File: src/rtl/freq_meter_pkg.sv
// Constants and state encoding shared by the frequency-meter blocks
// (calc stage, BCD converter, display driver).
package freq_meter_pkg;

    localparam int FREQ_W     = 34;
    localparam int BCD_DIGITS = 11;

    localparam logic [1:0] ST_IDLE  = 2'd0;
    localparam logic [1:0] ST_SHIFT = 2'd1;
    localparam logic [1:0] ST_DONE  = 2'd2;

    typedef enum logic [1:0] {
        S_IDLE  = ST_IDLE,
        S_SHIFT = ST_SHIFT,
        S_DONE  = ST_DONE
    } state_t;

    // True when every in_w-bit value fits in `digits` BCD digits
    // (2**in_w < 10**digits), kept inside 64-bit arithmetic.
    function automatic bit widths_legal(int in_w, int digits);
        longint unsigned p10;
        p10 = 64'd1;
        if (in_w < 2 || in_w > 63 || digits < 1 || digits > 19) return 1'b0;
        for (int i = 0; i < digits; i++) p10 = p10 * 64'd10;
        return (64'd1 << in_w) < p10;
    endfunction

endpackage

File: src/rtl/freq_bcd_conv_if.sv
// Bus between the frequency calc stage (master) and the BCD converter (slave).
// FREQ_BCD_LEAD_ZERO_BLANK_EN adds the per-digit `blank` flags.
interface freq_bcd_conv_if
    import freq_meter_pkg::*;
#(
    parameter int IN_W   = FREQ_W,
    parameter int DIGITS = BCD_DIGITS
);
    logic [IN_W-1:0]     freq;
    logic                freq_vld;
    logic [4*DIGITS-1:0] bcd;
    logic                bcd_vld;
    logic                busy;
`ifdef FREQ_BCD_LEAD_ZERO_BLANK_EN
    logic [DIGITS-1:0]   blank;

    modport master (output freq, freq_vld, input bcd, bcd_vld, busy, blank);
    modport slave  (input freq, freq_vld, output bcd, bcd_vld, busy, blank);
`else
    modport master (output freq, freq_vld, input bcd, bcd_vld, busy);
    modport slave  (input freq, freq_vld, output bcd, bcd_vld, busy);
`endif
endinterface

File: src/rtl/bcd_digit_adj.sv
// Double-dabble cell: a BCD digit of 5 or more gets +3 before the next shift.
module bcd_digit_adj (
    input  logic [3:0] din,
    output logic [3:0] dout
);
    assign dout = (din >= 4'd5) ? din + 4'd3 : din;
endmodule

File: src/rtl/freq_bcd_conv.sv
// Serial binary-to-BCD converter (one bit per clock) with a one-deep pending slot.
// FREQ_BCD_LEAD_ZERO_BLANK_EN adds registered leading-zero blanking flags.
//
// state   | meaning
// S_IDLE  | waiting for freq_vld
// S_SHIFT | adjust digits and shift one input bit per cycle
// S_DONE  | result cycle (bcd_vld high); restart from pending/new strobe if any
module freq_bcd_conv
    import freq_meter_pkg::*;
#(
    parameter int IN_W   = FREQ_W,
    parameter int DIGITS = BCD_DIGITS
) (
    input  logic           sys_clk,
    input  logic           sys_rst,
    freq_bcd_conv_if.slave bus
);
    localparam int ACC_W = 4 * DIGITS;
    localparam int CNT_W = (IN_W > 1) ? $clog2(IN_W) : 1;
    localparam logic [CNT_W-1:0] CNT_LAST = CNT_W'(IN_W - 1);

    if (!widths_legal(IN_W, DIGITS)) begin : g_bad_params
        $error("freq_bcd_conv: 2**IN_W must be below 10**DIGITS");
    end

    state_t              state_q;
    logic [IN_W-1:0]     shift_q;
    logic [ACC_W-1:0]    acc_q;
    logic [CNT_W-1:0]    cnt_q;
    logic [IN_W-1:0]     pend_q;
    logic                pend_vld_q;
    logic [ACC_W-1:0]    bcd_q;
    logic                bcd_vld_q;
    logic                busy_q;

    logic [ACC_W-1:0]      acc_adj;
    logic [ACC_W+IN_W-1:0] work;
    logic [ACC_W-1:0]      acc_next;
    logic [IN_W-1:0]       shift_next;

    for (genvar i = 0; i < DIGITS; i++) begin : g_adj
        bcd_digit_adj u_adj (
            .din  (acc_q[4*i +: 4]),
            .dout (acc_adj[4*i +: 4])
        );
    end

    // The accumulator MSB is never set for legal widths, so dropping it is safe.
    assign work       = {acc_adj, shift_q} << 1;
    assign acc_next   = work[ACC_W+IN_W-1:IN_W];
    assign shift_next = work[IN_W-1:0];

    always_ff @(posedge sys_clk or posedge sys_rst) begin
        if (sys_rst) begin
            state_q    <= S_IDLE;
            shift_q    <= '0;
            acc_q      <= '0;
            cnt_q      <= '0;
            pend_q     <= '0;
            pend_vld_q <= 1'b0;
            bcd_q      <= '0;
            bcd_vld_q  <= 1'b0;
            busy_q     <= 1'b0;
        end else begin
            bcd_vld_q <= 1'b0;
            case (state_q)
                S_IDLE: begin
                    if (bus.freq_vld) begin
                        shift_q <= bus.freq;
                        acc_q   <= '0;
                        cnt_q   <= '0;
                        busy_q  <= 1'b1;
                        state_q <= S_SHIFT;
                    end
                end
                S_SHIFT: begin
                    if (bus.freq_vld) begin
                        pend_q     <= bus.freq;
                        pend_vld_q <= 1'b1;
                    end
                    shift_q <= shift_next;
                    acc_q   <= acc_next;
                    cnt_q   <= cnt_q + 1'b1;
                    if (cnt_q == CNT_LAST) begin
                        bcd_q     <= acc_next;
                        bcd_vld_q <= 1'b1;
                        busy_q    <= 1'b0;
                        state_q   <= S_DONE;
                    end
                end
                S_DONE: begin
                    // A strobe arriving now is newer than anything pending, so it wins.
                    if (bus.freq_vld || pend_vld_q) begin
                        shift_q    <= bus.freq_vld ? bus.freq : pend_q;
                        pend_vld_q <= 1'b0;
                        acc_q      <= '0;
                        cnt_q      <= '0;
                        busy_q     <= 1'b1;
                        state_q    <= S_SHIFT;
                    end else begin
                        state_q <= S_IDLE;
                    end
                end
                default: state_q <= S_IDLE;
            endcase
        end
    end

    assign bus.bcd     = bcd_q;
    assign bus.bcd_vld = bcd_vld_q;
    assign bus.busy    = busy_q;

`ifdef FREQ_BCD_LEAD_ZERO_BLANK_EN
    logic [DIGITS-1:0] blank_next;
    logic [DIGITS-1:0] blank_q;
    logic              all_zero;

    // Walk down from the top digit; digit 0 is always shown.
    always_comb begin
        blank_next = '0;
        all_zero   = 1'b1;
        for (int i = DIGITS - 1; i >= 1; i--) begin
            all_zero      = all_zero && (acc_next[4*i +: 4] == 4'd0);
            blank_next[i] = all_zero;
        end
    end

    always_ff @(posedge sys_clk or posedge sys_rst) begin
        if (sys_rst) begin
            blank_q <= '0;
        end else if (state_q == S_SHIFT && cnt_q == CNT_LAST) begin
            blank_q <= blank_next;
        end
    end

    assign bus.blank = blank_q;
`endif

endmodule

File: src/flat_wrapper.sv
// flat-port wrapper written by rule: the top's interface ports become plain ports
module freq_bcd_conv_flat import freq_meter_pkg::*;
#(
    parameter int IN_W   = FREQ_W,
    parameter int DIGITS = BCD_DIGITS
)
  (sys_clk, sys_rst, bus_freq, bus_freq_vld, bus_bcd, bus_bcd_vld, bus_busy);
  freq_bcd_conv_if #(.IN_W(IN_W), .DIGITS(DIGITS)) bus_i ();
  input  logic sys_clk;
  input  logic sys_rst;
  input wire logic [$bits(bus_i.freq)-1:0] bus_freq;
  input wire logic [$bits(bus_i.freq_vld)-1:0] bus_freq_vld;
  output wire logic [$bits(bus_i.bcd)-1:0] bus_bcd;
  output wire logic [$bits(bus_i.bcd_vld)-1:0] bus_bcd_vld;
  output wire logic [$bits(bus_i.busy)-1:0] bus_busy;
  assign bus_i.freq = bus_freq;
  assign bus_i.freq_vld = bus_freq_vld;
  assign bus_bcd = bus_i.bcd;
  assign bus_bcd_vld = bus_i.bcd_vld;
  assign bus_busy = bus_i.busy;
  freq_bcd_conv #(.IN_W(IN_W), .DIGITS(DIGITS)) u_core (.sys_clk(sys_clk), .sys_rst(sys_rst), .bus(bus_i));
endmodule
File: config.mk
export PLATFORM = sky130hd
export DESIGN_NAME = freq_bcd_conv_flat
export DESIGN_NICKNAME = d
export VERILOG_FILES = /design/src/rtl/freq_meter_pkg.sv /design/src/rtl/freq_bcd_conv_if.sv /design/src/rtl/bcd_digit_adj.sv /design/src/rtl/freq_bcd_conv.sv /design/src/flat_wrapper.sv
export SDC_FILE = /design/constraint.sdc
export NUM_CORES = 1
export LEC_CHECK = 0
export CORE_ASPECT_RATIO = 0.6
export CORE_UTILIZATION = 58
export DETAILED_ROUTE_END_ITERATION = 10
export DONT_BUFFER_PORTS = 1
export PLACE_DENSITY = 0.87
export SYNTH_ARGS = -nofsm -noshare
export SYNTH_HDL_FRONTEND = slang
export SYNTH_SLANG_ARGS = --single-unit
File: constraint.sdc
create_clock -name sys_clk -period 5.4 [get_ports sys_clk]
set_input_delay 1.08 -clock sys_clk [delete_from_list [all_inputs] [get_ports sys_clk]]
set_output_delay 1.08 -clock sys_clk [all_outputs]
set_load 0.005 [all_outputs]
[Yosys cells after proc, flatten, opt, wreduce, memory -nomap -nowiden]
Cells that the tools add are included.
Cells by class
  add/subtract/negate cells: 12
  $lt $le $gt $ge: 11
  equality and inequality tests: 7
  muxes and demuxes: 33
  reductions and logical operators: 9
Operators by type and width (number)
  $pmux W44 S3: 1
  $mux W34: 3
  $pmux W34 S3: 1
  $mux W44: 2
  $ge A4 B3 Y1 const B: 11
  $add A4 B2 Y4 const B: 10
  $mux W4: 10
  $pmux W6 S3: 1
  $mux W6: 2
  $mux W1: 7
  $add A6 B1 Y6 const B: 1
  $eq A6 B6 Y1 const B: 1
  $pmux W2 S3: 1
  $reduce_and A3 Y1: 2
  $mux W2: 2
  $ne A2 B1 Y1 const B: 2
  $ne A2 B2 Y1 const B: 2
  $reduce_and A2 Y1: 2
  $reduce_and A4 Y1: 1
  $add A3 B2 Y3 const B: 1
  $mux W3: 1
  $pmux W1 S3: 1
  $reduce_bool A3 Y1: 1
  $eq A2 B1 Y1 const B: 1
  other kinds (5): 5
Storage, ports and cells
  register bits: 167
  input bits: 37
  output and inout bits: 46
  word-level logic and storage cells: 81

[Depth between registers and ports, before layout]
  word-level depth: 3
  depth in mapped cells: 9
  mapped depth without buffers: 6

[Modules after synthesis]
From an unflattened synthesis, not the netlist that was laid out.
Second synthesis, totals
  cells, all modules: 806
  area, all modules: 8200.4 µm²
Modules (own cells, without submodules)
  freq_bcd_conv: instances 1, cells each 630, area an instance 7085.5 µm², seq. area each 4179.0 µm²
  bcd_digit_adj: instances 11, cells each 16, area an instance 101.3 µm², seq. area each 0.0 µm²

[Worst setup path after synthesis]
Ideal clock, no wire load.
  path type: input-to-reg
  start: input bus_freq_vld
  end: register u_core.cnt_q[5]
  library setup time: 0.069 ns
  arrival: 2.288 ns
  required time: 5.331 ns
  path slack: 3.043 ns
  stages: 6
  path buffers: 2
  cells stage by stage: buf_2 > nor2b_1 > a211o_1 > buf_2 > or4_1 > nand3_1
Between the ends
  longest elaborated chain between the ends: 3
  elaborated cells between the ends (all ways): 4
  those cells by class: eq/ne: 2; reduce/logical: 2
Ends and longest elaborated chain
  from (decl): RTL line flat_wrapper.sv:12  | input wire logic [$bits(bus_i.freq_vld)-1:0] bus_freq_vld;
  $logic_or A1 B1 Y1: RTL line freq_bcd_conv.sv:93  | if (bus.freq_vld || pend_vld_q) begin
  $ne A2 B1 Y1 (no line)
  $reduce_and A3 Y1 (no line) (*)
  to (signal assigned): RTL line freq_bcd_conv.sv:83  | cnt_q <= cnt_q + 1'b1;
  to (decl): RTL line freq_bcd_conv.sv:29  | logic [CNT_W-1:0] cnt_q;
Every way passes the cells marked *; elsewhere a longest branch is shown, timed or not.
A chain may end at the register's enable or synchronous reset.

[Worst setup path in the final report]
  start: register u_core.state_q[0]
  end: register u_core.shift_q[20]
Between the ends
  longest elaborated chain between the ends: 3
  elaborated cells between the ends (all ways): 8
  those cells by class: eq/ne: 4; mux: 1; reduce/logical: 3
Ends and longest elaborated chain
  from (decl): RTL line freq_bcd_conv.sv:26  | state_t state_q;
  from (signal assigned): RTL line freq_bcd_conv.sv:55  | state_q <= S_IDLE;
  from (signal assigned): RTL line freq_bcd_conv.sv:73  | state_q <= S_SHIFT;
  from (signal assigned): RTL line freq_bcd_conv.sv:88  | state_q <= S_DONE;
  $eq A2 B2 Y1, or another cell as far along: RTL line freq_bcd_conv.sv:66  | case (state_q)
  $ne A2 B1 Y1 (no line), or another cell as far along
  $reduce_and A3 Y1 (no line)
  to (signal assigned): RTL line freq_bcd_conv.sv:69  | shift_q <= bus.freq;
  to (signal assigned): RTL line freq_bcd_conv.sv:81  | shift_q <= shift_next;
  to (signal assigned): RTL line freq_bcd_conv.sv:94  | shift_q <= bus.freq_vld ? bus.freq : pend_q;
  to (decl): RTL line freq_bcd_conv.sv:27  | logic [IN_W-1:0] shift_q;
Several ways; a longest one is shown, not always the timed one.

==> summary.txt <==
Clocking
  • CTS Buf Count: 17
  • CTS Hold Bufs: 0
  • Root Buffer: clkbuf_16
  • CTS tree: built
  • Clock-pin slew on the worst setup and hold paths: 0.06 ns
  • Worst-Skew Late Latency: 0.43 ns
  • H-Tree Depth: 4
  • # Post-CTS Setup Buffers: 0
  • # clock sinks: 167
  • Max Buffers Root-to-Sink: 2
  • # resized after CTS: 0

Status
  • Status: completed

Drt
  • Initial DRC count: 505
  • DRT Pass-1 Iters: 5
  • Avg WL per Cell: 17.6 um
  • Final ANT Viol Nets: 0
  • Vias per cell: 5.97
  • Final wirelength: 17.9 mm
  • Via count: 6085
  • DRC Markers: 0

Floorplan
  • Width of the chip: 157 um
  • Io pins: 83
  • Core area: 13800 um^2
  • Die area: 14900 um^2
  • Die Ht: 94.9 um
  • FP Rows: 33
  • Initial Util: 0.603

Final layout
  • Nets: 881
  • Layout area overhead: 8.49%
  • Post-Layout Cell Count: 1020
  • Fin area: 9050 um^2
  • Fill cell count: 1013
  • Share of cells above drive strength 1: 0.152
  • Multi-input logic area: 3850 um^2
  • Most common cell after layout, fill and taps aside: dfrtp_1
  • Final core occ: 0.654
  • N_diodes: 0
  • Most frequent cells in the layout: dfrtp_1, nand2_1, a21oi_1
  • Reg area: 4180 um^2

Setup path
  • Crit. End Element: flip-flop
  • CP Data Arrival Time: 3.47 ns
  • CP startpoint kind: flip-flop
  • Worst EP required: 5.73 ns
  • CP Max Fanout: 68
  • Critical path class: flip-flop to flip-flop

STA
  • Min Tclk post-route: 3.14 ns
  • Worst slew pin tran: 1.18 ns
  • Final setup viols: 0
  • Max Slew Vio Count: 0
  • Final setup TNS: 0 ns
  • Post-route setup slack: 2.26 ns
  • RSZ-0062 raised after global routing: no
  • Final hold slack: 0.479 ns
  • Final Hold Fails: 0
  • Period utilisation layout: 0.581
  • Clk_skew: 0.0113 ns
  • Max Fclk: 319 MHz
  • Max_slew headroom: 0.211

Job
  • Max Cap Violations: 0

Global route
  • Initial antenna violation count: 0
  • First-pass GRT wire length: 29.3 mm
  • Gr usage total: 0.256
  • GRT overflow: 0
  • Largest net degree at the start of global routing: 168
  • Number of global-route vias before repair: 5826

Logic synthesis
  • Mapped cell area: 8340 um^2
  • Synth area leader: dfrtp_1
  • Largest cells by area after synthesis: dfrtp_1, mux2_2, a21oi_1
  • Post-synthesis sequential area ratio: 0.501
  • Synth cell types: 39
  • Syn avg cell area: 9.93 um^2
  • Flops & latches, synth: 167
  • Mapped Cells: 840
  • Synthesized net count: 905
  • Synth warn: 0
  • Share of the synthesized area in the top cell type: 0.501

Place
  • Port-buffer cells: 0
  • Detailed Place HPWL: 11.1 mm
  • Placed Cells: 989
  • Placed Area: 8450 um^2
  • Dpl ws: 2.24 ns
  • Gpl congestion: 0.823

Pwr
  • PwrDens: 389 nW/um^2
  • Power Total: 3.52 mW
  • Leakage: 4.02 nW
  • Maximum vdd drop: 0.183 mV

Hold path
  • Hold WC Path Type: flip-flop to flip-flop
power breakdown:
group / switching [mW] / total [mW] / internal [mW]
clock: 0.515 / 1.23 / 0.711
sequential: 0.197 / 1.69 / 1.49
combinational: 0.312 / 0.604 / 0.291
layout make-up:
| cell class | instances | area share |
|---|---|---|
| Timing Repair Buffer | 7 | 0.00719 |
| Tap cell | 192 | 0.0265 |
| Inverter | 31 | 0.0134 |
| Multi-Input combinational cell | 592 | 0.425 |
| Clock buffer | 19 | 0.0501 |
| Clock inverter | 12 | 0.0156 |
| Sequential cell | 167 | 0.462 |
cells by family (layout without fill, tap and decap cells):
logic type	count (synthesis)	count (layout)	share of synthesized area
AOI/OAI and AO/OA	214	214	0.145
xor gates and xnor gates	11	11	0.0116
adders and majority gates	28	28	0.0420
buffers and inverters	81	69	0.0398
DFF	167	167	0.501
muxes	98	98	0.131
and+or+nand+nor	241	241	0.130
worst paths after layout:
path                       slack [ns]  cells past startpoint               from            endpoint
setup / recovery                 2.26                      5  u_core.state_q[0]  u_core.shift_q[20]
hold / removal                   0.48                      2  u_core.shift_q[1]   u_core.shift_q[1]
setup reg to reg                 2.26                      5  u_core.state_q[0]  u_core.shift_q[20]
hold reg to reg                  0.48                      2  u_core.shift_q[1]   u_core.shift_q[1]
max in group asynchronous        3.95                      2            sys_rst    u_core.pend_q[2]
min in group asynchronous        0.77                      2            sys_rst  u_core.shift_q[12]
critical path, stage by stage, from the launching register on:
cell and delay (ns):
dfrtp_1 0.40, inv_1 0.09, ha_2 1.06, and2_1 1.04, a21oi_1 0.20, o21ai_0 0.22
flip-flops by register name (all words and copies together), names as in the netlist:
signal and count:
u_core.acc_q 44, u_core.bus.bcd 44, u_core.bus.bcd_vld 1, u_core.bus.busy 1, u_core.cnt_q 6, u_core.pend_q 34
u_core.pend_vld_q 1, u_core.shift_q 34, u_core.state_q 2
routing by layer:
layer,vias to the layer above,GRT usage,wire [um]
li1,2881,-,-
met1,2957,0.354,8320
met2,216,0.387,7840
met3,31,0.0785,1490
met4,0,0.0784,264
met5,-,0,0
cells in the mapped netlist:
master,instances
or4b_1,1
o22a_1,1
a21oi_1,96
nor2b_1,1
mux2i_1,11
a211oi_1,1
buf_2,9
a22o_1,24
xnor2_1,11
inv_2,1
nand2b_1,12
a32oi_1,1
o31ai_1,1
and2_1,10
nor3b_1,10
nor2_1,43
o21ai_0,72
inv_1,29
o311ai_0,1
a21o_1,2
a2bb2oi_1,1
buf_6,2
clkbuf_1,35
and3_1,1
buf_1,4
mux2_2,79
o22ai_1,11
or4_1,2
a211o_1,1
o211ai_1,2
nand3_1,37
clkinv_2,1
mux2_1,8
nand4b_1,2
or3b_2,2
nand2_1,119
ha_1,28
or3_1,1
dfrtp_1,167
(Power assumes the default switching activity.)
